File: config.mk
export PLATFORM = sky130hd
export DESIGN_NAME = float_norm_pipe
export DESIGN_NICKNAME = d
export VERILOG_FILES = /design/src/rtl/float_norm_pipe.sv
export SDC_FILE = /design/constraint.sdc
export NUM_CORES = 1
export LEC_CHECK = 0
export CORE_ASPECT_RATIO = 0.8
export CORE_UTILIZATION = 45
export DETAILED_ROUTE_END_ITERATION = 7
export PLACE_DENSITY = 0.66
export SLEW_MARGIN = 40
export SYNTH_ARGS = -nofsm -noshare
export SYNTH_HDL_FRONTEND = slang
export SYNTH_SLANG_ARGS = --single-unit
File: constraint.sdc
create_clock -name clk -period 10.97 [get_ports clk]
set_clock_uncertainty 0.2 [all_clocks]
set_input_delay 2.7425 -clock clk [delete_from_list [all_inputs] [get_ports clk]]
set_output_delay 2.7425 -clock clk [all_outputs]
set_load 0.02 [all_outputs]
File: src/rtl/float_norm_pipe.sv
// Two-stage leading-zero / normalise / population-count unit with valid/ready
// handshake and a sideband tag carried alongside each operand.
module float_norm_pipe #(
    parameter  int unsigned WIDTH = 48,
    parameter  int unsigned GROUP = 8,
    parameter  int unsigned TAG_W = 7,
    localparam int unsigned CNT_W = $clog2(WIDTH + 1)
) (
    input  logic             clk,
    input  logic             rst,
    input  logic             i_valid,
    output logic             o_ready,
    input  logic             i_mode,
    input  logic [WIDTH-1:0] i_data,
    input  logic [TAG_W-1:0] i_tag,
    output logic             o_valid,
    input  logic             i_ready,
    output logic [CNT_W-1:0] o_cnt,
    output logic [WIDTH-1:0] o_norm,
    output logic             o_zero,
    output logic [TAG_W-1:0] o_tag
);

    localparam int unsigned NG   = WIDTH / GROUP;
    localparam int unsigned LZ_W = $clog2(GROUP);
    localparam int unsigned PC_W = $clog2(GROUP + 1);

    logic adv;

    logic [NG-1:0]            grp_nz_c;
    logic [NG-1:0][LZ_W-1:0]  grp_lz_c;
    logic [NG-1:0][PC_W-1:0]  grp_pc_c;

    logic                     s1_valid_q, s1_valid_d;
    logic                     s1_mode_q,  s1_mode_d;
    logic [WIDTH-1:0]         s1_data_q,  s1_data_d;
    logic [TAG_W-1:0]         s1_tag_q,   s1_tag_d;
    logic [NG-1:0]            s1_nz_q,    s1_nz_d;
    logic [NG-1:0][LZ_W-1:0]  s1_lz_q,    s1_lz_d;
    logic [NG-1:0][PC_W-1:0]  s1_pc_q,    s1_pc_d;

    logic [CNT_W-1:0]         lz_cnt_c;
    logic [CNT_W-1:0]         pop_cnt_c;

    logic                     o_valid_q, o_valid_d;
    logic [CNT_W-1:0]         cnt_q,     cnt_d;
    logic [WIDTH-1:0]         norm_q,    norm_d;
    logic                     zero_q,    zero_d;
    logic [TAG_W-1:0]         tag_q,     tag_d;

    // Both stages move together; no skid buffer, so a stalled output blocks input.
    assign adv     = ~o_valid_q | i_ready;
    assign o_ready = adv;

    assign o_valid = o_valid_q;
    assign o_cnt   = cnt_q;
    assign o_norm  = norm_q;
    assign o_zero  = zero_q;
    assign o_tag   = tag_q;

    // Per-group nonzero flag, leading-zero count and popcount of the incoming operand.
    always_comb begin
        grp_nz_c = '0;
        grp_lz_c = '0;
        grp_pc_c = '0;
        for (int unsigned g = 0; g < NG; g++) begin
            grp_nz_c[g] = |i_data[g*GROUP +: GROUP];
            for (int unsigned b = 0; b < GROUP; b++) begin
                // Ascending scan: the last hit is the highest set bit.
                if (i_data[g*GROUP + b]) begin
                    grp_lz_c[g] = LZ_W'(GROUP - 1 - b);
                end
                grp_pc_c[g] = grp_pc_c[g] + PC_W'(i_data[g*GROUP + b]);
            end
        end
    end

    // Stage-1 next state.
    always_comb begin
        s1_valid_d = s1_valid_q;
        s1_mode_d  = s1_mode_q;
        s1_data_d  = s1_data_q;
        s1_tag_d   = s1_tag_q;
        s1_nz_d    = s1_nz_q;
        s1_lz_d    = s1_lz_q;
        s1_pc_d    = s1_pc_q;
        if (adv) begin
            s1_valid_d = i_valid;
            s1_mode_d  = i_mode;
            s1_data_d  = i_data;
            s1_tag_d   = i_tag;
            s1_nz_d    = grp_nz_c;
            s1_lz_d    = grp_lz_c;
            s1_pc_d    = grp_pc_c;
        end
    end

    // Combine group results: highest nonzero group wins for LZ; popcounts are summed.
    always_comb begin
        lz_cnt_c  = CNT_W'(WIDTH);
        pop_cnt_c = '0;
        for (int unsigned g = 0; g < NG; g++) begin
            if (s1_nz_q[g]) begin
                lz_cnt_c = CNT_W'((NG - 1 - g) * GROUP) + CNT_W'(s1_lz_q[g]);
            end
            pop_cnt_c = pop_cnt_c + CNT_W'(s1_pc_q[g]);
        end
    end

    // Stage-2 (output) next state; a zero operand shifts out completely in mode 0.
    always_comb begin
        o_valid_d = o_valid_q;
        cnt_d     = cnt_q;
        norm_d    = norm_q;
        zero_d    = zero_q;
        tag_d     = tag_q;
        if (adv) begin
            o_valid_d = s1_valid_q;
            cnt_d     = s1_mode_q ? pop_cnt_c : lz_cnt_c;
            norm_d    = s1_mode_q ? s1_data_q : (s1_data_q << lz_cnt_c);
            zero_d    = ~|s1_nz_q;
            tag_d     = s1_tag_q;
        end
    end

    always_ff @(posedge clk or posedge rst) begin
        if (rst) begin
            s1_valid_q <= 1'b0;
            s1_mode_q  <= 1'b0;
            s1_data_q  <= '0;
            s1_tag_q   <= '0;
            s1_nz_q    <= '0;
            s1_lz_q    <= '0;
            s1_pc_q    <= '0;
            o_valid_q  <= 1'b0;
            cnt_q      <= '0;
            norm_q     <= '0;
            zero_q     <= 1'b0;
            tag_q      <= '0;
        end else begin
            s1_valid_q <= s1_valid_d;
            s1_mode_q  <= s1_mode_d;
            s1_data_q  <= s1_data_d;
            s1_tag_q   <= s1_tag_d;
            s1_nz_q    <= s1_nz_d;
            s1_lz_q    <= s1_lz_d;
            s1_pc_q    <= s1_pc_d;
            o_valid_q  <= o_valid_d;
            cnt_q      <= cnt_d;
            norm_q     <= norm_d;
            zero_q     <= zero_d;
            tag_q      <= tag_d;
        end
    end

endmodule

## After elaboration in Yosys (flattened, before gate mapping)

Index checks and enable logic that the tools add are counted.

- Bits in registers: 168
- Input bits: 60
- Output and inout port bits: 64
- Word-level logic and storage cells: 141

- Add/sub/neg operators: 52
- Shift-type cells: 1
- Muxes and demuxes: 56
- Bitwise logic cells: 2
- Reductions and logical operators: 8

Operators with widths:

| kind | count |
|---|---|
| $mux 3 | 48 |
| $add 4x1->4 | 24 |
| $mux 48 | 1 |
| $reduce_or 8->1 | 6 |
| $shl 48x6->48 | 1 |
| $mux 6 | 7 |
| $add 3x1->4 | 6 |
| $add 2x1->3 | 6 |
| $add 6x4->6 | 3 |
| $add 1x1->2 | 6 |
| $add 5x3->6 const A | 2 |
| $add 6x3->6 const A | 2 |
| $add 5x4->6 | 1 |
| $reduce_or 6->1 | 1 |
| $add 4x3->5 const A | 1 |
| $add 4x4->5 | 1 |
| $logic_not 1->1 | 1 |
| $not 1->1 | 1 |
| $or 1x1->1 | 1 |

## Longest topological paths before layout

- Depth after elaboration: 9
- Gate-level depth with buffers: 14
- Gate-level depth less buffers: 14

## Worst setup path before layout

OpenSTA, ideal clock, no wires.

- Path type: input -> output
- From: input port i_ready
- To: output port o_ready
- Arrival time: 3762 ps
- Data required time: 8028 ps
- Setup slack: 4265 ps
- Stages: 5
- Buffers on the path: 3
- Cells stage by stage: nor2b_1 > clkbuf_1 > inv_2 > clkbuf_1 > clkbuf_1

- Cells in the longest elaborated chain, start to end: 1

RTL lines:

| what | RTL line | text |
|---|---|---|
| start: declaration | 17 | `input logic i_ready,` |
| $or 1x1->1 | 52 | `assign adv = ~o_valid_q \| i_ready;` |
| end: declaration | 12 | `output logic o_ready,` |

Every way passes these cells.

## Worst setup path in the final report

Ends and elaborated chain as after synthesis.

==> results.json <==
{
  "outcome": "complete, no violations",
  "hold_path.class": "register to register",
  "clock_path_buffers": 2,
  "syn_area_sq_um": 12000,
  "synth_area_per_cell_sq_um": 8.60,
  "fillCellCount": 2496,
  "slew_viol_final": 0,
  "required_ns": 8.03,
  "cts_tree": "built",
  "placementRows": 53,
  "synth_area_leaders": "dfrtp_1, nand2_1, fa_1",
  "post-route-period-util_pct": 67.9,
  "use_met1_pct": 50.8,
  "numCtsBuffers": 17,
  "cts_resized": 0,
  "pin_count": 124,
  "netlist.area_leader.share_pct": 34.9,
  "grt-ovfl-total": 0,
  "layout_setup_ws_ns": 3.52,
  "busiest_layer": "met1",
  "dpl.hpwl_um": 32300,
  "synth_nets": 1540,
  "ys_seq_area_share_pct": 34.9,
  "start_util_pct": 45.9,
  "cts.sinks": 168,
  "fmax_ghz": 0.134,
  "crit_path_start_kind": "input port",
  "slew_headroom_pct": 34.8,
  "clock_latency_ns": 0.45,
  "cap_viol_max_count": 0,
  "pwr_density_cell_nw_per_um2": 211,
  "p_sw_share_pct": 44.1,
  "internal_power_mw": 1.66,
  "ff_latch_area_sq_um": 4200,
  "period_minus_slack_ns": 7.45,
  "p_sw_mw": 1.31,
  "route.detailed.drc": 0,
  "whs_path_depth": 2,
  "vias_per_cell": 6.13,
  "grt_pass1_wl_um": 68100,
  "multi_input_area_sq_um": 7030,
  "yosys-top-cells-count": "nand2_1, dfrtp_1, inv_1, nor2_1, a21oi_1",
  "post-synth-top-area-cell": "dfrtp_1",
  "drive_above_1_share_pct": 6.35,
  "synth_edf_count": 0,
  "die_w_um": 185,
  "path_class": "input port to primary output",
  "grt_pass1_vias": 10828,
  "worstPathArrival_ns": 4.51,
  "holdBufCountCts": 0,
  "core_sq_um": 26300,
  "routabilityCongestion": 0.989,
  "area_growth_pct": 16.9,
  "ir_drop_mv": 0.194,
  "crit_path_end_kind": "primary output",
  "dieArea_sq_um": 27400,
  "post-place-ws_ns": 3.31,
  "finalPower_mw": 2.98,
  "ant_nets": 0,
  "first_pass_iters": 8,
  "rsz0062_at_grt": "false",
  "max_slew.worst_pin.slew_ns": 0.978,
  "timing.reg2reg.worst_path_depth": 9,
  "grt_max_degree": 190,
  "vias": 11254,
  "path_clk_slew_ns": 0.07,
  "final_nets": 1607,
  "p_clk_share_pct": 20.3,
  "drt-wirelength-per-cell_um": 24.1,
  "drt_iter0_drc": 1681,
  "yosys_warnings": 0,
  "use_met3_pct": 7.17,
  "antenna_found_initial": 0,
  "worst-path-max-fanout": 88,
  "ys_async_sr_fraction_pct": 100,
  "hold_viol_final": 0,
  "postLayoutCoreUtil_pct": 53.6,
  "numPortBuffers": 123,
  "ys.flop_type": "dfrtp_1",
  "fin_hold_ws_ns": 0.268,
  "synthCells": 1400,
  "setup_tns_ns": 0,
  "htreeDepth": 4,
  "yosysUniqueCellTypes": 75,
  "yosysMostFrequentCell": "nand2_1",
  "diodes": 0,
  "power_frac_comb_pct": 49.9,
  "clock_tree.root_cell": "clkbuf_16",
  "totalWireLength_um": 44300,
  "met2_usage_pct": 48.2,
  "p_leak_nw": 6.39,
  "postCtsSetupRepairBufs": 0,
  "die_height_um": 148,
  "seq_power_share_pct": 29.8,
  "ys_ff_latch": 168,
  "setup_viol": 0,
  "grt_util_all_layers_pct": 33.9
}
==> logic make-up (layout without fill, tap and decap cells) <==
logic type	Yosys count	count (layout)	share of synthesized area [%]
DFF	168	168	34.9
adders and majority gates	80	80	10.8
AOI/OAI and AO/OA	384	384	22.3
muxes	86	86	8.20
and+or+nand+nor	467	467	16.1
buffers and inverters	207	287	7.07
xor gates and xnor gates	8	8	0.582
==> flip-flops by register name (all words and copies together) (netlist names) <==
register    cells
s1_data_q      48
s1_nz_q         6
o_valid         1
o_norm         48
o_zero          1
s1_pc_q        24
s1_lz_q        18
o_tag           7
o_cnt           6
s1_tag_q        7
s1_mode_q       1
s1_valid_q      1
==> metrics by stage <==
| step | cells | area [sq um] |
|---|---|---|
| 2_1_floorplan | 1400 | 12000 |
| 3_3_place_gp | 1805 | 13500 |
| 3_5_place_dp | 1805 | 13500 |
| 4_1_cts | 1837 | 14100 |
| 5_1_grt | 1837 | 14100 |
| 6_report | 1837 | 14100 |
==> layer usage <==
layer  vias up  share of wire (%)
met1      5491                 46
li1       5063                  -
met2       603                 41
met4         0                3.1
met3        97                9.7
met5         -                  0
==> power by group through the flow <==
stage	combinational [mW]	sequential, mW	clock (mW)
final	1.49	0.886	0.605
after global routing	1.63	0.897	0.637
after CTS	1.50	0.881	0.614
after detailed placement	1.48	0.891	0
after global placement	1.46	0.890	0
after floorplan	0.814	0.918	0
==> layout make-up <==
class | instances | share of cell area (%)
Multi-Input combinational cell | 1025 | 49.9
Sequential cell | 168 | 29.9
Timing Repair Buffer | 140 | 9.79
Clock buffer | 20 | 3.31
Tap cell | 357 | 3.17
Inverter | 115 | 3.14
Clock inverter | 12 | 0.782
==> worst max-delay path, cell delays in order <==
cell	delay [ns]
clkdlybuf4s50_1	0.51
nor2b_4	0.07
inv_6	0.45
clkdlybuf4s50_1	0.73
==> layout by cell type (no fill, tap or decap), types with 29 or more instances in the layout <==
cell | Yosys | layout
nor3_1 | 29 | 29
nand2_1 | 273 | 273
clkdlybuf4s50_1 | 0 | 123
inv_1 | 113 | 112
dfrtp_1 | 168 | 168
ha_1 | 40 | 40
fa_1 | 40 | 40
o21ai_0 | 76 | 76
nor2_1 | 96 | 96
a21oi_1 | 84 | 82
mux2i_1 | 66 | 66
==> final timing paths <==
check / startpoint / to / slack (ns)
hold reg to reg: s1_tag_q[3] / s1_tag_q[3] / 0.27
hold / removal: s1_tag_q[3] / s1_tag_q[3] / 0.27
setup / recovery: i_ready / o_ready / 3.52
max in group asynchronous: rst / o_cnt[0] / 7.13
setup reg to reg: s1_nz_q[5] / o_norm[44] / 6.74
min in group asynchronous: rst / o_tag[0] / 2.49
Note: power is estimated with default switching activity, not from simulation.
